--- config.mk ---
export PLATFORM = sky130hd
export DESIGN_NAME = mmio_uart_tx
export DESIGN_NICKNAME = d
export VERILOG_FILES = /design/src/rtl/mmio_uart_tx_pkg.sv /design/src/rtl/sync_fifo.sv /design/src/rtl/mmio_uart_tx.sv
export SDC_FILE = /design/constraint.sdc
export NUM_CORES = 1
export LEC_CHECK = 0
export BUFFER_PORTS_ARGS = -buffer_cell sky130_fd_sc_hd__buf_2
export CORE_MARGIN = 5
export CORE_UTILIZATION = 23
export CTS_CLUSTER_DIAMETER = 60
export DETAILED_ROUTE_END_ITERATION = 8
export HOLD_SLACK_MARGIN = 0.12
export PLACE_DENSITY = 0.43
export SLEW_MARGIN = 20
export SYNTH_ARGS = -nofsm -noshare
export SYNTH_HDL_FRONTEND = slang
export SYNTH_SLANG_ARGS = --single-unit
--- constraint.sdc ---
create_clock -name clk -period 2.8 [get_ports clk]
set_input_delay 0.42 -clock clk [delete_from_list [all_inputs] [get_ports clk]]
set_output_delay 0.42 -clock clk [all_outputs]
set_load 0.05 [all_outputs]
--- src/rtl/mmio_uart_tx_pkg.sv ---
// Shared definitions for the memory-mapped UART transmitter: register map,
// STATUS bit positions, FSM encoding and the cpu bus request payload.
package mmio_uart_tx_pkg;

    localparam int unsigned ADDR_W = 30;
    localparam int unsigned BUS_W  = 32;
    localparam int unsigned BE_W   = 4;
    localparam int unsigned DATA_W = 8;
    localparam int unsigned BAUD_W = 16;
    localparam int unsigned BIT_W  = 3;

    // Register offsets selected by addr[0]
    localparam int unsigned UART_TXDATA = 0;
    localparam int unsigned UART_STATUS = 1;

    // STATUS bit indices
    localparam int unsigned ST_FULL  = 0;
    localparam int unsigned ST_EMPTY = 1;
    localparam int unsigned ST_BUSY  = 2;
    localparam int unsigned ST_OVF   = 3;

    typedef enum logic [1:0] {
        S_IDLE  = 2'd0,
        S_START = 2'd1,
        S_DATA  = 2'd2,
        S_STOP  = 2'd3
    } tx_state_e;

    // One cpu data-bus request as seen by this block
    typedef struct packed {
        logic [ADDR_W-1:0] addr;
        logic [BUS_W-1:0]  wdata;
        logic              re;
        logic [BE_W-1:0]   we;
    } cpu_req_t;

    // Assemble the STATUS register word; unused upper bits read as zero
    function automatic logic [BUS_W-1:0] status_word(input logic full,
                                                     input logic empty,
                                                     input logic busy,
                                                     input logic ovf);
        logic [BUS_W-1:0] v;
        v           = '0;
        v[ST_FULL]  = full;
        v[ST_EMPTY] = empty;
        v[ST_BUSY]  = busy;
        v[ST_OVF]   = ovf;
        return v;
    endfunction

endpackage

--- src/rtl/sync_fifo.sv ---
// Synchronous FIFO feeding the UART serialiser.
// Build option UART_TX_FIFO_EN: defined -> DEPTH-entry ring buffer (DEPTH a
// power of two, >= 2); undefined -> single holding register, DEPTH ignored.
// A push into a full FIFO is accepted only if a pop happens on the same edge.
module sync_fifo #(
    parameter int unsigned WIDTH = 8,
    parameter int unsigned DEPTH = 8
) (
    input  logic             clk,
    input  logic             rst_n,
    input  logic             i_push,
    input  logic             i_pop,
    input  logic [WIDTH-1:0] i_data,
    output logic [WIDTH-1:0] o_data,
    output logic             o_full,
    output logic             o_empty
);

    // Elaboration-time guard on the depth parameter
    if (DEPTH < 1) begin : g_bad_depth
        $error("sync_fifo: DEPTH must be at least 1");
    end

`ifdef UART_TX_FIFO_EN

    localparam int unsigned PTR_W = $clog2(DEPTH);
    localparam int unsigned CNT_W = PTR_W + 1;

    if (DEPTH < 2 || (DEPTH & (DEPTH - 1)) != 0) begin : g_bad_pow2
        $error("sync_fifo: DEPTH must be a power of two and >= 2");
    end

    logic [WIDTH-1:0] r_mem [DEPTH];
    logic [PTR_W-1:0] r_wr_ptr;
    logic [PTR_W-1:0] r_rd_ptr;
    logic [CNT_W-1:0] r_count;
    logic             w_do_push;
    logic             w_do_pop;

    assign o_full    = (r_count == CNT_W'(DEPTH));
    assign o_empty   = (r_count == '0);
    assign w_do_pop  = i_pop & ~o_empty;
    assign w_do_push = i_push & (~o_full | w_do_pop);
    assign o_data    = r_mem[r_rd_ptr];

    // Pointers wrap naturally modulo DEPTH; count tracks occupancy
    always_ff @(posedge clk) begin
        if (!rst_n) begin
            r_wr_ptr <= '0;
            r_rd_ptr <= '0;
            r_count  <= '0;
        end else begin
            if (w_do_push) begin
                r_wr_ptr <= r_wr_ptr + PTR_W'(1);
            end
            if (w_do_pop) begin
                r_rd_ptr <= r_rd_ptr + PTR_W'(1);
            end
            r_count <= r_count + CNT_W'(w_do_push) - CNT_W'(w_do_pop);
        end
    end

    // Storage array; contents are don't-care while empty
    always_ff @(posedge clk) begin
        if (w_do_push) begin
            r_mem[r_wr_ptr] <= i_data;
        end
    end

`else

    logic             r_valid;
    logic [WIDTH-1:0] r_data;
    logic             w_do_push;
    logic             w_do_pop;

    assign o_full    = r_valid;
    assign o_empty   = ~r_valid;
    assign w_do_pop  = i_pop & r_valid;
    assign w_do_push = i_push & (~r_valid | w_do_pop);
    assign o_data    = r_data;

    // Holding-register occupancy; a refill on the pop edge keeps it valid
    always_ff @(posedge clk) begin
        if (!rst_n) begin
            r_valid <= 1'b0;
        end else if (w_do_push) begin
            r_valid <= 1'b1;
        end else if (w_do_pop) begin
            r_valid <= 1'b0;
        end
    end

    // Holding-register payload
    always_ff @(posedge clk) begin
        if (w_do_push) begin
            r_data <= i_data;
        end
    end

`endif

endmodule

--- src/rtl/mmio_uart_tx.sv ---
// Memory-mapped 8N1 UART transmitter on the cpu data bus.
// TXDATA (offset 0) stores queue bytes; STATUS (offset 1) reports
// full/empty/busy/overflow, overflow cleared by writing 1 to bit 3.
// rdata is zero except on the cycle after a STATUS read, so it can be ORed
// with the ram read data. Build option UART_TX_FIFO_EN selects a FIFO of
// FIFO_DEPTH entries; without it a single holding register is used.
module mmio_uart_tx
    import mmio_uart_tx_pkg::*;
#(
    parameter logic [ADDR_W-1:0] BASE_ADDR  = 30'h0400_0000,
    parameter int unsigned       CLK_DIV    = 16,
    parameter int unsigned       FIFO_DEPTH = 8
) (
    input  logic              clk,
    input  logic              rst_n,
    input  logic [ADDR_W-1:0] addr,
    input  logic [BUS_W-1:0]  wdata,
    input  logic              re,
    input  logic [BE_W-1:0]   we,
    output logic [BUS_W-1:0]  rdata,
    output logic              tx
);

    // Elaboration-time parameter guards
    if (CLK_DIV < 2 || CLK_DIV > 65535) begin : g_bad_clk_div
        $error("mmio_uart_tx: CLK_DIV must be in 2..65535");
    end
    if (BASE_ADDR[0] != 1'b0) begin : g_bad_base
        $error("mmio_uart_tx: BASE_ADDR must be even");
    end

    localparam logic [BAUD_W-1:0] BAUD_RELOAD = BAUD_W'(CLK_DIV - 1);

    cpu_req_t          w_req;
    logic              w_sel;
    logic              w_push;
    logic              w_stat_wr;
    logic              w_ovf_set;
    logic              w_ovf_clr;
    logic              w_full;
    logic              w_empty;
    logic [DATA_W-1:0] w_fifo_data;
    logic [BUS_W-1:0]  w_status_word;
    logic              w_unused;

    tx_state_e         r_state;
    logic [BAUD_W-1:0] r_baud;
    logic [BIT_W-1:0]  r_bit;
    logic [DATA_W-1:0] r_shift;
    logic              r_tx;
    logic              r_ovf;
    logic [BUS_W-1:0]  r_rdata;

    tx_state_e         w_state_nxt;
    logic [BAUD_W-1:0] w_baud_nxt;
    logic [BIT_W-1:0]  w_bit_nxt;
    logic [DATA_W-1:0] w_shift_nxt;
    logic              w_tx_nxt;
    logic              w_pop;
    logic              w_baud_done;

    // Bus decode: two consecutive word addresses starting at BASE_ADDR
    assign w_req     = '{addr: addr, wdata: wdata, re: re, we: we};
    assign w_sel     = (w_req.addr[ADDR_W-1:1] == BASE_ADDR[ADDR_W-1:1]);
    assign w_push    = w_sel & w_req.we[0] & (w_req.addr[0] == 1'(UART_TXDATA));
    assign w_stat_wr = w_sel & w_req.we[0] & (w_req.addr[0] == 1'(UART_STATUS));
    assign w_ovf_clr = w_stat_wr & w_req.wdata[ST_OVF];
    assign w_ovf_set = w_push & w_full & ~w_pop;

    // Only the low byte lane and byte-enable 0 are meaningful here
    assign w_unused = ^{w_req.wdata[BUS_W-1:DATA_W], w_req.we[BE_W-1:1]};

    assign w_status_word = status_word(w_full, w_empty, (r_state != S_IDLE), r_ovf);
    assign w_baud_done   = (r_baud == '0);

    sync_fifo #(
        .WIDTH (DATA_W),
        .DEPTH (FIFO_DEPTH)
    ) u_fifo (
        .clk     (clk),
        .rst_n   (rst_n),
        .i_push  (w_push),
        .i_pop   (w_pop),
        .i_data  (w_req.wdata[DATA_W-1:0]),
        .o_data  (w_fifo_data),
        .o_full  (w_full),
        .o_empty (w_empty)
    );

    // Serialiser next-state: start bit, 8 data bits LSB first, stop bit
    always_comb begin
        w_state_nxt = r_state;
        w_baud_nxt  = r_baud;
        w_bit_nxt   = r_bit;
        w_shift_nxt = r_shift;
        w_tx_nxt    = r_tx;
        w_pop       = 1'b0;

        case (r_state)
            S_IDLE: begin
                w_tx_nxt = 1'b1;
                if (!w_empty) begin
                    w_pop       = 1'b1;
                    w_state_nxt = S_START;
                    w_baud_nxt  = BAUD_RELOAD;
                    w_shift_nxt = w_fifo_data;
                    w_tx_nxt    = 1'b0;
                end
            end

            S_START: begin
                if (w_baud_done) begin
                    w_state_nxt = S_DATA;
                    w_baud_nxt  = BAUD_RELOAD;
                    w_bit_nxt   = '0;
                    w_tx_nxt    = r_shift[0];
                end else begin
                    w_baud_nxt = r_baud - BAUD_W'(1);
                end
            end

            S_DATA: begin
                if (w_baud_done) begin
                    w_baud_nxt = BAUD_RELOAD;
                    w_bit_nxt  = r_bit + BIT_W'(1);
                    if (r_bit == BIT_W'(DATA_W - 1)) begin
                        w_state_nxt = S_STOP;
                        w_tx_nxt    = 1'b1;
                    end else begin
                        w_shift_nxt = r_shift >> 1;
                        w_tx_nxt    = r_shift[1];
                    end
                end else begin
                    w_baud_nxt = r_baud - BAUD_W'(1);
                end
            end

            S_STOP: begin
                if (w_baud_done) begin
                    if (!w_empty) begin
                        // Chain the next frame with no idle gap
                        w_pop       = 1'b1;
                        w_state_nxt = S_START;
                        w_baud_nxt  = BAUD_RELOAD;
                        w_shift_nxt = w_fifo_data;
                        w_tx_nxt    = 1'b0;
                    end else begin
                        w_state_nxt = S_IDLE;
                        w_tx_nxt    = 1'b1;
                    end
                end else begin
                    w_baud_nxt = r_baud - BAUD_W'(1);
                end
            end

            default: begin
                w_state_nxt = S_IDLE;
                w_tx_nxt    = 1'b1;
            end
        endcase
    end

    // Serialiser state register; reset aborts any frame and idles the line
    always_ff @(posedge clk) begin
        if (!rst_n) begin
            r_state <= S_IDLE;
            r_baud  <= '0;
            r_bit   <= '0;
            r_shift <= '0;
            r_tx    <= 1'b1;
        end else begin
            r_state <= w_state_nxt;
            r_baud  <= w_baud_nxt;
            r_bit   <= w_bit_nxt;
            r_shift <= w_shift_nxt;
            r_tx    <= w_tx_nxt;
        end
    end

    // Sticky overflow: a dropped byte sets it, W1C clears it, set wins
    always_ff @(posedge clk) begin
        if (!rst_n) begin
            r_ovf <= 1'b0;
        end else if (w_ovf_set) begin
            r_ovf <= 1'b1;
        end else if (w_ovf_clr) begin
            r_ovf <= 1'b0;
        end
    end

    // Read data: STATUS on the edge after a selected read, zero otherwise
    always_ff @(posedge clk) begin
        if (!rst_n) begin
            r_rdata <= '0;
        end else if (w_sel && w_req.re && (w_req.addr[0] == 1'(UART_STATUS))) begin
            r_rdata <= w_status_word;
        end else begin
            r_rdata <= '0;
        end
    end

    assign rdata = r_rdata;
    assign tx    = r_tx;

endmodule

* Word-level counts from Yosys, hierarchy flattened
Index checks and enable logic that the tools add are counted.
Word-level totals: flip-flop bits (word level) 72
Operators by class: add/sub/neg operators 2, eq/ne operators 11, multiplexer cells 32, bitwise gates (word level) 12, reduce and logical (&&, ||, !) cells 15
Operators with widths (count):
- 16-bit 2-to-1 mux | 3
- 16-bit case mux with 3 select lines | 1
- 8-bit 2-to-1 mux | 4
- 29-bit by 26-bit equality test with 1-bit output, second input constant | 1
- 8-bit case mux with 3 select lines | 1
- 16-bit zero test | 1
- 16-bit by 1-bit subtractor with 16-bit output, second input constant | 1
- 1-bit 2-to-1 mux | 12
- 2-bit 2-to-1 mux | 5
- 2-bit != test, second input constant | 5
- 1-bit bitwise AND | 8
- 2-bit case mux with 4 select lines | 1
- 2-bit nonzero test | 4
- 3-bit 2-to-1 mux | 2
- 3-bit case mux with 2 select lines | 1
- 3-bit AND reduction | 2
- 5-bit AND reduction | 1
- 2-bit equality test, second input constant | 2
- 1-bit case mux with 4 select lines | 1
- 4-bit AND reduction | 1
- 3-bit by 1-bit adder with 3-bit output, second input constant | 1
- 3-bit equality test, second input constant | 1
- 1-bit NOT | 3
- 3-bit nonzero test | 1
- other kinds (8) | 9

* Logic depth before layout (Yosys ltp)
depth in word-level cells 7, mapped depth 9, gate-level depth less buffers 7

* Cells and area by module
Synthesis repeated with hierarchy kept, for this count alone.
Unflattened totals: cells, all modules 286, area total of the unflattened synthesis 2587.5 um^2
Modules (own cells, without submodules):
- mmio_uart_tx | times used 1, cells each 273, area each 2296.0 um^2, sequential area each 700.7 um^2
- sync_fifo | times used 1, cells each 13, area each 291.5 um^2, sequential area each 260.2 um^2

* Least setup slack after synthesis
No wires, ideal clock.
kind reg2reg, start register r_baud[0], end register r_shift[1], library setup time 136 ps, arrival time 2034 ps, required time 2664 ps, setup slack 631 ps, stages on the path, launching flop included 10, buffers on the path 2, period minus slack after synthesis 2169 ps, cell sequence dfxtp_1 > inv_1 > ha_1 > or3b_1 > or3_1 > buf_6 > a2111oi_4 > or2_1 > buf_6 > a211oi_1
On the way: word-level cells in the longest chain between the ends 3
RTL lines:
- start: declaration | line mmio_uart_tx.sv:47 | logic [BAUD_W-1:0] r_baud;
- start signal: assignment | line mmio_uart_tx.sv:173 | r_baud <= w_baud_nxt;
- 16-bit zero test (*) | line mmio_uart_tx.sv:74 | assign w_baud_done = (r_baud == '0);
- 2-bit != test (no source line)
- 4-bit AND reduction (no source line) (*)
- end signal: assignment | line mmio_uart_tx.sv:175 | r_shift <= w_shift_nxt;
- end: declaration | line mmio_uart_tx.sv:49 | logic [DATA_W-1:0] r_shift;
Mark *: on every way between the ends. The rest lies on a longest branch, timed or not. A chain may end at the register's enable or synchronous reset.

* Worst setup path in the final report
start register r_baud[0], end register r_shift[6]
Same word-level chain as after synthesis.

==> summary.txt <==
Power and ir drop
  • NetSw: 0.001368 W
  • Internal: 0.001595 W
  • VDD IR max: 0.0004006 V
  • Clk network pwr share: 0.168
  • Power per cell area: 1027 nW/µm²
  • Switching Share: 0.4617
  • Combinational share of power: 0.549
  • Reg power frac: 0.284
  • Lkg Pwr: 1.170 nW
  • Power, Total: 0.002964 W

Final layout
  • Diode count: 0
  • Footprint of the multi-input gates: 1318 µm²
  • Final #Nets: 412
  • Cell Count, Final, Fillers Out: 470
  • Commonest cells after routing, fill and taps aside: buf_2 (46), dfxtp_1 (36), conb_1 (28), nor2_1 (25), o21ai_0 (23)
  • Area delta synth->final: 17.00%
  • Commonest non-fill, non-tap cell in the layout: buf_2
  • Post-route cell area: 2885 µm²
  • Fill count: 1143
  • Register area: 960.9 µm²
  • Fraction of layout cells with a size suffix above 1: 0.2066

Clock network
  • Clk_lat worst skew: 0.30 ns
  • Clk buf depth: 2
  • CTS root buf: clkbuf_8
  • Post-CTS setup buffers: 0
  • Hold_buf cts: 0
  • Clock Sinks: 44
  • CTS buffer count: 5
  • TritonCTS clock tree: done
  • H-Tree Level Count: 2
  • Reg clk slew, reported paths: 0.09 ns
  • Resized cells post-CTS: 0

Global routing
  • Vias in the first global route: 2026
  • Global Route Usage Sum: 0.08950
  • Overflow after GRT: 0
  • First-pass GRT wire length: 9.494 mm
  • Largest net degree at the start of global routing: 17
  • Initial antenna violation count: 0

Route
  • Detailed-router iteration count before antenna repair: 4
  • DRT Wirelength: 5.657 mm
  • Detail Route Antenna Nets: 0
  • Average vias per placed instance: 4.462
  • DRC: 0
  • Avg WL per Cell: 12.04 µm
  • Vias post-DR: 2097
  • Initial DRC count: 76

Placed design
  • Port-buffer cells: 46
  • Inst Count DP: 462
  • Placed inst area: 2769 µm²
  • Routability Congestion: 0.7592
  • Post-DP HPWL: 4.422 mm

Logic synthesis
  • Synth Register Bits: 44
  • Synth unique cells: 46
  • Average size of a mapped cell: 8.776 µm²
  • Synth top area cells: dfxtp_1 (29%), edfxtp_1 (9.7%), buf_4 (8.5%)
  • Share of the synthesized area in the top cell type: 0.2922
  • Cells after Synth: 281
  • Cell taking the most area after synthesis: dfxtp_1
  • YS warnings: 0
  • Netlist Area Pre-Place: 2466 µm²
  • Seq/Total Area, Yosys: 0.3896

STA
  • FMAX: 430.6 MHz
  • Hold_ws: 0.2887 ns
  • Final Slew Violations: 0
  • Min Clock Period, post-route: 2.322 ns
  • Final setup viols: 0
  • Clock skew: 0.007801 ns
  • Final setup TNS: 0 ns
  • Final Hold Vio Count: 0
  • Final period utilization: 0.8294
  • Worst slew pin tran: 0.8897 ns
  • RSZ-0062 raised after global routing: no
  • Slew margin rel.: 0.4023

Floorplanning
  • Total core area: 10370 µm²
  • I/O Pins: 102
  • Die Ht: 113.6 µm
  • Die width: 113.6 µm
  • DIE AREA: 12890 µm²
  • Initial Utilization: 0.2378
  • Rows: 37

Critical path
  • Critical Path Source Type: flop
  • Worst EP required: 2.97 ns
  • Crit Path Class: flop to flop
  • Crit path DAT: 2.49 ns
  • Endpoint class of the critical path: flop
  • Crit path max fanout: 9

Status
  • Outcome: complete, no violations

Job
  • Max cap viols: 0

Worst hold path
  • Worst hold path type: input pin to flop
[kinds of logic after synthesis]
logic type               count (synthesis)  share of synthesized area
flip-flops                              44                     0.3896
buffers and inverters                   45                     0.1172
other                                    1                   0.001521
AO/OA/AOI/OAI                           64                     0.1735
adder cells (fa/ha/maj)                 10                    0.05074
AND/OR/NAND/NOR                        101                     0.2050
multiplexers                            11                    0.04465
XOR/XNOR                                 5                    0.01776
[power groups by stage]
stage	clock network (W)	logic (W)	registers [W]
4_1_cts	0.000515	0.00163	0.000839
3_5_place_dp	0	0.00162	0.000854
2_1_floorplan	0	0.00130	0.000839
5_1_grt	0.000535	0.00183	0.000859
6_report	0.000497	0.00163	0.000840
3_3_place_gp	0	0.00164	0.000853
[cell usage after synthesis, drive strengths merged]
library cell	count
o21bai	1
ha	10
xnor2	5
or3b	1
buf	30
nand2b	5
a21oi	11
nor4	10
nand4b	1
nor2	25
dfxtp	36
a32oi	1
nand2	21
o31a	2
a41oi	1
nand4	5
o21ba	1
clkbuf	5
nand3b	3
or2	4
a221oi	1
conb	1
o21ai	24
a41o	1
a211oi	8
nor2b	1
edfxtp	8
o22a	1
nand3	4
a2111oi	2
mux2i	11
o22ai	1
a211o	1
o31ai	1
or3	4
inv	10
a21o	1
a31oi	6
and2	1
nor3	16
[critical path, stage by stage (launching register included)]
cell,delay [ns]
dfxtp_1,0.34
inv_1,0.09
ha_1,0.13
or3b_1,0.36
or3_1,0.55
a2111oi_4,0.26
or2_1,0.35
a211oi_1,0.13
[final cells by class]
cell class                      count  share of cell area
Multi-Input combinational cell    219              0.4566
Sequential cell                    44              0.3330
Timing Repair Buffer               53             0.09801
Tap cell                          136             0.05898
Clock buffer                        5             0.02385
Clock inverter                      3             0.01648
Inverter                           10             0.01301
[sequential cells by signal (all words and copies together) (netlist names)]
signal	flops
r_baud	16
r_ovf	1
r_shift	8
u_fifo.o_full	1
r_bit	3
tx	1
u_fifo.o_data	8
rdata	4
r_state	2
[per-layer routing]
metal,track usage,wire length (µm),up-vias
met3,0.02440,492,5
met5,0,0,-
met2,0.1461,2508,88
met4,0.02163,50,0
li1,-,-,1059
met1,0.1175,2606,945
[path summary, 6_finish.rpt]
kind	from	to	slack [ns]	cells past startpoint
setup / recovery	r_baud[0]	r_shift[6]	0.48	7
hold / removal	wdata[4]	u_fifo.o_data[4]	0.29	1
setup reg to reg	r_baud[0]	r_shift[6]	0.48	7
hold reg to reg	r_ovf	rdata[3]	0.47	2
[stage by stage]
step	worst slack (ns)	utilization
after floorplan	0.6308	-
after global placement	0.4451	0.2670
after detailed placement	0.4679	0.2670
after CTS	0.4463	0.2782
after global routing	0.2112	0.2782
final	0.4777	0.2782
Power figures use the tool's default switching activity.
